<file path="src/rtl/pll_lock_sequencer_pkg.sv">
// Shared types for the team_08 LCD PLL lock sequencer.
// State encoding, default timing constants and the output decode.
package team08_pll_pkg;

  typedef enum logic [2:0] {
    RESET_PLL,
    WAIT_LOCK,
    STABILIZE,
    RUN,
    FAULT,
    BYP_SETTLE,
    BYPASS
  } pll_state_t;

  localparam int unsigned DEF_RESET_CYCLES  = 16;
  localparam int unsigned DEF_LOCK_TIMEOUT  = 4096;
  localparam int unsigned DEF_STABLE_CYCLES = 256;
  localparam int unsigned DEF_MAX_RETRIES   = 3;
  localparam int unsigned DEF_CNT_W         = 13;

  typedef struct packed {
    logic resetb;
    logic bypass;
    logic sys_rst_n;
    logic clk_ready;
    logic fault;
  } pll_out_t;

  // Outputs are a pure function of the state they are registered with.
  function automatic pll_out_t decode_out(
    input pll_state_t s
  );
    pll_out_t o;
    o = '0;
    unique case (s)
      RESET_PLL:  o = '0;
      WAIT_LOCK:  o.resetb = 1'b1;
      STABILIZE:  o.resetb = 1'b1;
      RUN: begin
        o.resetb    = 1'b1;
        o.sys_rst_n = 1'b1;
        o.clk_ready = 1'b1;
      end
      FAULT:      o.fault = 1'b1;
      BYP_SETTLE: o.bypass = 1'b1;
      BYPASS: begin
        o.bypass    = 1'b1;
        o.sys_rst_n = 1'b1;
        o.clk_ready = 1'b1;
      end
      default:    o = '0;
    endcase
    return o;
  endfunction

endpackage

</file>
<file path="src/rtl/pll_lock_sequencer_if.sv">
// Control/status bundle between the PLL sequencer and its neighbours.
// master = sequencer side, slave = PLL wrapper / system side.
interface pll_lock_sequencer_if;

  logic       pll_locked;
  logic       bypass_req;
  logic       restart;
  logic       pll_resetb;
  logic       pll_bypass;
  logic       sys_rst_n;
  logic       clk_ready;
  logic       fault;
  logic [1:0] retry_count;

  modport master (
    input  pll_locked,
    input  bypass_req,
    input  restart,
    output pll_resetb,
    output pll_bypass,
    output sys_rst_n,
    output clk_ready,
    output fault,
    output retry_count
  );

  modport slave (
    output pll_locked,
    output bypass_req,
    output restart,
    input  pll_resetb,
    input  pll_bypass,
    input  sys_rst_n,
    input  clk_ready,
    input  fault,
    input  retry_count
  );

endinterface

</file>
<file path="src/rtl/pll_lock_sync.sv">
// Two-flop synchronizer bringing the raw PLL lock pin into clk.
// Clears to 0 so lock is never assumed out of reset.
module pll_lock_sync (
  input  logic clk,
  input  logic nrst,
  input  logic d,
  output logic q
);

  logic meta;

  always_ff @(posedge clk or negedge nrst) begin
    if (!nrst) begin
      meta <= 1'b0;
      q    <= 1'b0;
    end else begin
      meta <= d;
      q    <= meta;
    end
  end

endmodule

</file>
<file path="src/rtl/pll_lock_sequencer.sv">
// LCD PLL reset/bypass sequencer in the 12 MHz reference domain.
// Gates the 48 MHz domain reset on a stable, synchronized lock.
module pll_lock_sequencer
  import team08_pll_pkg::*;
#(
  parameter int unsigned RESET_CYCLES  = DEF_RESET_CYCLES,
  parameter int unsigned LOCK_TIMEOUT  = DEF_LOCK_TIMEOUT,
  parameter int unsigned STABLE_CYCLES = DEF_STABLE_CYCLES,
  parameter int unsigned MAX_RETRIES   = DEF_MAX_RETRIES,
  parameter int unsigned CNT_W         = DEF_CNT_W
) (
  input logic                 clk,
  input logic                 nrst,
  pll_lock_sequencer_if.master bus
);

  localparam logic [CNT_W-1:0] RST_LAST =
    CNT_W'(RESET_CYCLES - 1);
  localparam logic [CNT_W-1:0] TMO_LAST =
    CNT_W'(LOCK_TIMEOUT - 1);
  localparam logic [CNT_W-1:0] STB_LAST =
    CNT_W'(STABLE_CYCLES - 1);
  localparam logic [1:0] RETRY_MAX =
    2'(MAX_RETRIES);

  pll_state_t       state;
  pll_state_t       nxt;
  logic [CNT_W-1:0] cnt;
  logic [1:0]       retry_q;
  logic [1:0]       retry_nxt;
  pll_out_t         outs;
  logic             lock_s;
  logic             byp_zone;

  pll_lock_sync u_sync (
    .clk  (clk),
    .nrst (nrst),
    .d    (bus.pll_locked),
    .q    (lock_s)
  );

  assign byp_zone = (state == BYP_SETTLE) ||
                    (state == BYPASS);

  always_comb begin
    nxt       = state;
    retry_nxt = retry_q;
    unique case (state)
      RESET_PLL: begin
        if (cnt == RST_LAST) nxt = WAIT_LOCK;
      end
      WAIT_LOCK: begin
        if (lock_s) begin
          nxt = STABILIZE;
        end else if (cnt == TMO_LAST) begin
          if (retry_q == RETRY_MAX) begin
            nxt = FAULT;
          end else begin
            nxt       = RESET_PLL;
            retry_nxt = retry_q + 2'd1;
          end
        end
      end
      STABILIZE: begin
        // A lock drop is a glitch, not a failed attempt.
        if (!lock_s) begin
          nxt = WAIT_LOCK;
        end else if (cnt == STB_LAST) begin
          nxt       = RUN;
          retry_nxt = 2'd0;
        end
      end
      RUN: begin
        if (!lock_s) nxt = WAIT_LOCK;
      end
      FAULT: begin
        if (bus.restart) begin
          nxt       = RESET_PLL;
          retry_nxt = 2'd0;
        end
      end
      BYP_SETTLE: begin
        if (!bus.bypass_req) begin
          nxt = RESET_PLL;
        end else if (cnt == RST_LAST) begin
          nxt = BYPASS;
        end
      end
      BYPASS: begin
        if (!bus.bypass_req) begin
          nxt       = RESET_PLL;
          retry_nxt = 2'd0;
        end
      end
      default: nxt = RESET_PLL;
    endcase
    // Bypass wins over every other event, including timeouts.
    if (bus.bypass_req && !byp_zone) begin
      nxt       = BYP_SETTLE;
      retry_nxt = retry_q;
    end
  end

  always_ff @(posedge clk or negedge nrst) begin
    if (!nrst) begin
      state   <= RESET_PLL;
      cnt     <= '0;
      retry_q <= 2'd0;
      outs    <= '0;
    end else begin
      state   <= nxt;
      retry_q <= retry_nxt;
      outs    <= decode_out(nxt);
      if (nxt != state) begin
        cnt <= '0;
      end else if (cnt != '1) begin
        cnt <= cnt + CNT_W'(1);
      end
    end
  end

  assign bus.pll_resetb  = outs.resetb;
  assign bus.pll_bypass  = outs.bypass;
  assign bus.sys_rst_n   = outs.sys_rst_n;
  assign bus.clk_ready   = outs.clk_ready;
  assign bus.fault       = outs.fault;
  assign bus.retry_count = retry_q;

endmodule

</file>
<file path="src/flat_wrapper.sv">
// flat-port wrapper written by rule: the top's interface ports become plain ports
module pll_lock_sequencer_flat import team08_pll_pkg::*;
#(
  parameter int unsigned RESET_CYCLES  = DEF_RESET_CYCLES,
  parameter int unsigned LOCK_TIMEOUT  = DEF_LOCK_TIMEOUT,
  parameter int unsigned STABLE_CYCLES = DEF_STABLE_CYCLES,
  parameter int unsigned MAX_RETRIES   = DEF_MAX_RETRIES,
  parameter int unsigned CNT_W         = DEF_CNT_W
)
  (clk, nrst, bus_pll_locked, bus_bypass_req, bus_restart, bus_pll_resetb, bus_pll_bypass, bus_sys_rst_n, bus_clk_ready, bus_fault, bus_retry_count);
  pll_lock_sequencer_if bus_i ();
  input logic clk;
  input logic nrst;
  input wire logic [$bits(bus_i.pll_locked)-1:0] bus_pll_locked;
  input wire logic [$bits(bus_i.bypass_req)-1:0] bus_bypass_req;
  input wire logic [$bits(bus_i.restart)-1:0] bus_restart;
  output wire logic [$bits(bus_i.pll_resetb)-1:0] bus_pll_resetb;
  output wire logic [$bits(bus_i.pll_bypass)-1:0] bus_pll_bypass;
  output wire logic [$bits(bus_i.sys_rst_n)-1:0] bus_sys_rst_n;
  output wire logic [$bits(bus_i.clk_ready)-1:0] bus_clk_ready;
  output wire logic [$bits(bus_i.fault)-1:0] bus_fault;
  output wire logic [$bits(bus_i.retry_count)-1:0] bus_retry_count;
  assign bus_i.pll_locked = bus_pll_locked;
  assign bus_i.bypass_req = bus_bypass_req;
  assign bus_i.restart = bus_restart;
  assign bus_pll_resetb = bus_i.pll_resetb;
  assign bus_pll_bypass = bus_i.pll_bypass;
  assign bus_sys_rst_n = bus_i.sys_rst_n;
  assign bus_clk_ready = bus_i.clk_ready;
  assign bus_fault = bus_i.fault;
  assign bus_retry_count = bus_i.retry_count;
  pll_lock_sequencer #(.RESET_CYCLES(RESET_CYCLES), .LOCK_TIMEOUT(LOCK_TIMEOUT), .STABLE_CYCLES(STABLE_CYCLES), .MAX_RETRIES(MAX_RETRIES), .CNT_W(CNT_W)) u_core (.clk(clk), .nrst(nrst), .bus(bus_i));
endmodule
</file>
<file path="config.mk">
export PLATFORM = sky130hd
export DESIGN_NAME = pll_lock_sequencer_flat
export DESIGN_NICKNAME = d
export VERILOG_FILES = /design/src/rtl/pll_lock_sequencer_pkg.sv /design/src/rtl/pll_lock_sequencer_if.sv /design/src/rtl/pll_lock_sync.sv /design/src/rtl/pll_lock_sequencer.sv /design/src/flat_wrapper.sv
export SDC_FILE = /design/constraint.sdc
export NUM_CORES = 1
export LEC_CHECK = 0
export CAP_MARGIN = 20
export CORE_ASPECT_RATIO = 1.2
export CORE_MARGIN = 2
export CORE_UTILIZATION = 25
export CTS_CLUSTER_DIAMETER = 30
export DETAILED_ROUTE_END_ITERATION = 7
export PLACE_DENSITY = 0.48
export RECOVER_POWER = 100
export SYNTH_ARGS = -nofsm -noshare
export SYNTH_HDL_FRONTEND = slang
export SYNTH_SLANG_ARGS = --single-unit
</file>
<file path="constraint.sdc">
create_clock -name clk -period 2.8 [get_ports clk]
set_input_delay 0.56 -clock clk [delete_from_list [all_inputs] [get_ports clk]]
set_output_delay 0.56 -clock clk [all_outputs]
set_load 0.01 [all_outputs]
</file>
==> results.tsv <==
stage	metric	value	unit
run_status	status	complete, no violations	
clock_tree	H-tree depth	1	
sta	post-route minimum period	2.69	ns
placement	Placed Cells	231	
synth	Unique masters post-synth	48	
synth	Synth Flop Type	dfrtp_1	
global_route	all-layer global routing usage	10.9	%
clock_tree	CTS tree	done	
synth	Seq cells post-synth	24	
hold_path	Tightest Hold Check Type	flop to flop	
sta	final hold viol count	0	
pwr	leakage	0.722	nW
placement	hpwl dp	2330	um
sta	Final period util	96.0	%
hold_path	min-delay src	u_core.u_sync.meta	
floorplan	# IOs	12	
synth	cell accounting for the most synthesized area	dfrtp_1	
critical_path	Worst EP required	2.98	ns
synth	Avg Cell Area, Syn	9.11	sq um
clock_tree	hold buffers post-CTS	0	
floorplan	Die ar.	6420	sq um
synth	synth warn	0	
critical_path	reg2reg setup slack	0.11	ns
floorplan	Die Ht	87.4	um
critical_path	Setup crit end kind	flop	
global_route	total grt overflow	0	
critical_path	Reg2Reg Depth	6	
floorplan	# rows	30	
routing	DRT Pass-1 Iters	6	
floorplan	die width	73.5	um
global_route	vias in the first global route	1155	
floorplan	Initial Util	25.7	%
clock_tree	Clk pin slew, worst setup/hold paths	0.09	ns
sta	Final setup viols	0	
hold_path	hold path depth	0	
sta	RSZ-0062 raised after global routing	no	
synth	most numerous cell in the Yosys netlist	dfrtp_1	
flow_run	maxcap violations	0	
placement	PortBufs	11	
floorplan	Placeable Area	5630	sq um
synth	Synth async-reset ratio	100	%
layout	P&R area growth vs syn	17.4	%
routing	Antenna Violating Nets Remaining	0	
clock_tree	Resize count post-CTS	0	
synth	Post-synth EDFFs	0	
sta	Setup WS post-layout	0.113	ns
clock_tree	clock insertion delay at the later pin of the skew report	0.27	ns
layout	layout cells sized above 1	11.1	%
clock_tree	Post-CTS Setup Repair Bufs	0	
critical_path	CP max FO	13	
placement	Final GP Congestion	0.770	
synth	Synth area leaders	dfrtp_1 41%, nor2_1 4.9%, nand2_1 3.9%	
synth	sequential share of the synthesized area	41.5	%
sta	Worst-Margin Slew	1.29	ns
synth	Synth top area share	41.5	%
sta	fin. max-slew vios	0	
pwr	Max IR drop VDD	153	uV
pwr	total power	0.868	mW
clock_tree	Num CTS Buffers	3	
clock_tree	clk root buf	clkbuf_8	
critical_path	reg2reg start	u_core.cnt[10]	
critical_path	WS Path Type	flop to flop	
critical_path	FF-to-FF End	u_core.cnt[6]	
global_route	pin count of the biggest net entering global routing	25	
routing	DR iter-0 viols	45	
routing	drt drc	0	
layout	Finished Cell Area	1700	sq um
synth	commonest cells in the netlist	24 x dfrtp_1, 19 x nor2_1, 15 x nand2_1	
global_route	first-pass GRT wire length	5440	um
sta	Max Clk Rate	372	MHz
routing	DR vias	1201	
placement	DP Worst Slack	0.111	ns
synth	Mapped Cells	159	
layout	final net count	179	
routing	mean number of vias per cell	5.11	
clock_tree	CTS Buffer Depth	2	
sta	Worst Skew	0.00186	ns
critical_path	Critical Path AT	2.87	ns
synth	Mapped Area	1450	sq um
hold_path	WHS Endpoint	u_core.u_sync.q	
placement	post-place instance area	1650	sq um
synth	syn nets	166	
critical_path	Critical Path Source Type	flop	
routing	Post-Route WL	3170	um
sta	Slew HR	14.0	%
routing	DR WL/cell	13.5	um
pwr	Power per Cell Area	510	nW/um^2
sta	Sum Neg Setup Slack	0	ns
layout	non-filler cells, final	235	
global_route	initial antenna violation count	0	
layout	Diodes inserted	0	
clock_tree	clock sink total	24	
-- power breakdown --
part	internal (mW)	switching, mW
registers	0.372	0.0294
clock network	0.191	0.113
logic	0.0811	0.0814
-- critical path: stages, from the launching register on --
cell and delay [ns]:
dfrtp_1 0.45, or4_4 0.51, or4_4 0.53, mux2i_1 0.14, a211oi_2 0.28, mux2_4 0.41, nor4b_2 0.27
-- registers in the layout (all words and copies together) (netlist names) --
signal / count
u_core.bus.clk_ready: 1
u_core.bus.fault: 1
u_core.bus.pll_bypass: 1
u_core.bus.pll_resetb: 1
u_core.bus.retry_count: 2
u_core.cnt: 13
u_core.state: 3
u_core.u_sync.meta: 1
u_core.u_sync.q: 1
-- final cells by class --
| class | count | area (sq um) |
|---|---|---|
| Multi-Input combinational cell | 120 | 772 |
| Tap cell | 64 | 80.1 |
| Fill cell | 590 | 3930 |
| Inverter | 3 | 11.3 |
| Clock buffer | 3 | 41.3 |
| Clock inverter | 1 | 30.0 |
| Timing Repair Buffer | 20 | 166 |
| Sequential cell | 24 | 601 |
-- stage by stage --
step | hold WS, ns | utilization (%)
after detailed placement | 0.335 | 29.2
final | 0.353 | 30.2
after CTS | 0.356 | 30.5
after global routing | 0.379 | 30.2
after global placement | 0.336 | 29.2
after floorplan | 0.264 | -
-- cells by family (layout without fill, tap and decap cells) --
logic type | count (synthesis) | count (layout) | share of synthesized area, %
simple gates | 78 | 78 | 30.4
compound gates | 29 | 29 | 13.6
flops | 24 | 24 | 41.5
buf+inv | 15 | 27 | 5.27
mux | 6 | 6 | 4.58
xor+xnor | 5 | 5 | 3.02
fa+ha+maj | 2 | 2 | 1.73
-- cells in the final DEF, fill, tap and decap left out, types with 4 or more instances in the layout --
cell type | Yosys | layout
nand4_1 | 7 | 7
mux2i_1 | 4 | 4
nor2_1 | 19 | 19
nand2_1 | 15 | 15
o21ai_0 | 6 | 6
nor3b_1 | 3 | 4
dfrtp_1 | 24 | 24
dlygate4sd3_1 | 0 | 9
buf_4 | 1 | 6
nand3_1 | 9 | 9
o211ai_1 | 4 | 4
a21oi_1 | 5 | 5
-- how the worst max path moves through the flow --
stage	from	end	slack, ns	cells past startpoint
floorplan	u_core.cnt[8]	u_core.cnt[12]	0.10	8
global placement	bus_bypass_req	u_core.cnt[6]	0.13	7
detailed placement	bus_bypass_req	u_core.cnt[6]	0.11	7
CTS	u_core.cnt[10]	u_core.cnt[6]	0.1	6
global route	u_core.cnt[10]	u_core.cnt[6]	0.03	6
finish	u_core.cnt[10]	u_core.cnt[6]	0.11	6
-- layer usage --
layer	wire, um	vias to the layer above	GRT usage (%)
met3	84	4	1.74
li1	-	606	-
met1	1480	571	14.1
met2	1560	20	18.0
met5	0	-	0
met4	38	0	4.13
Note: power is estimated with default switching activity, not from simulation.
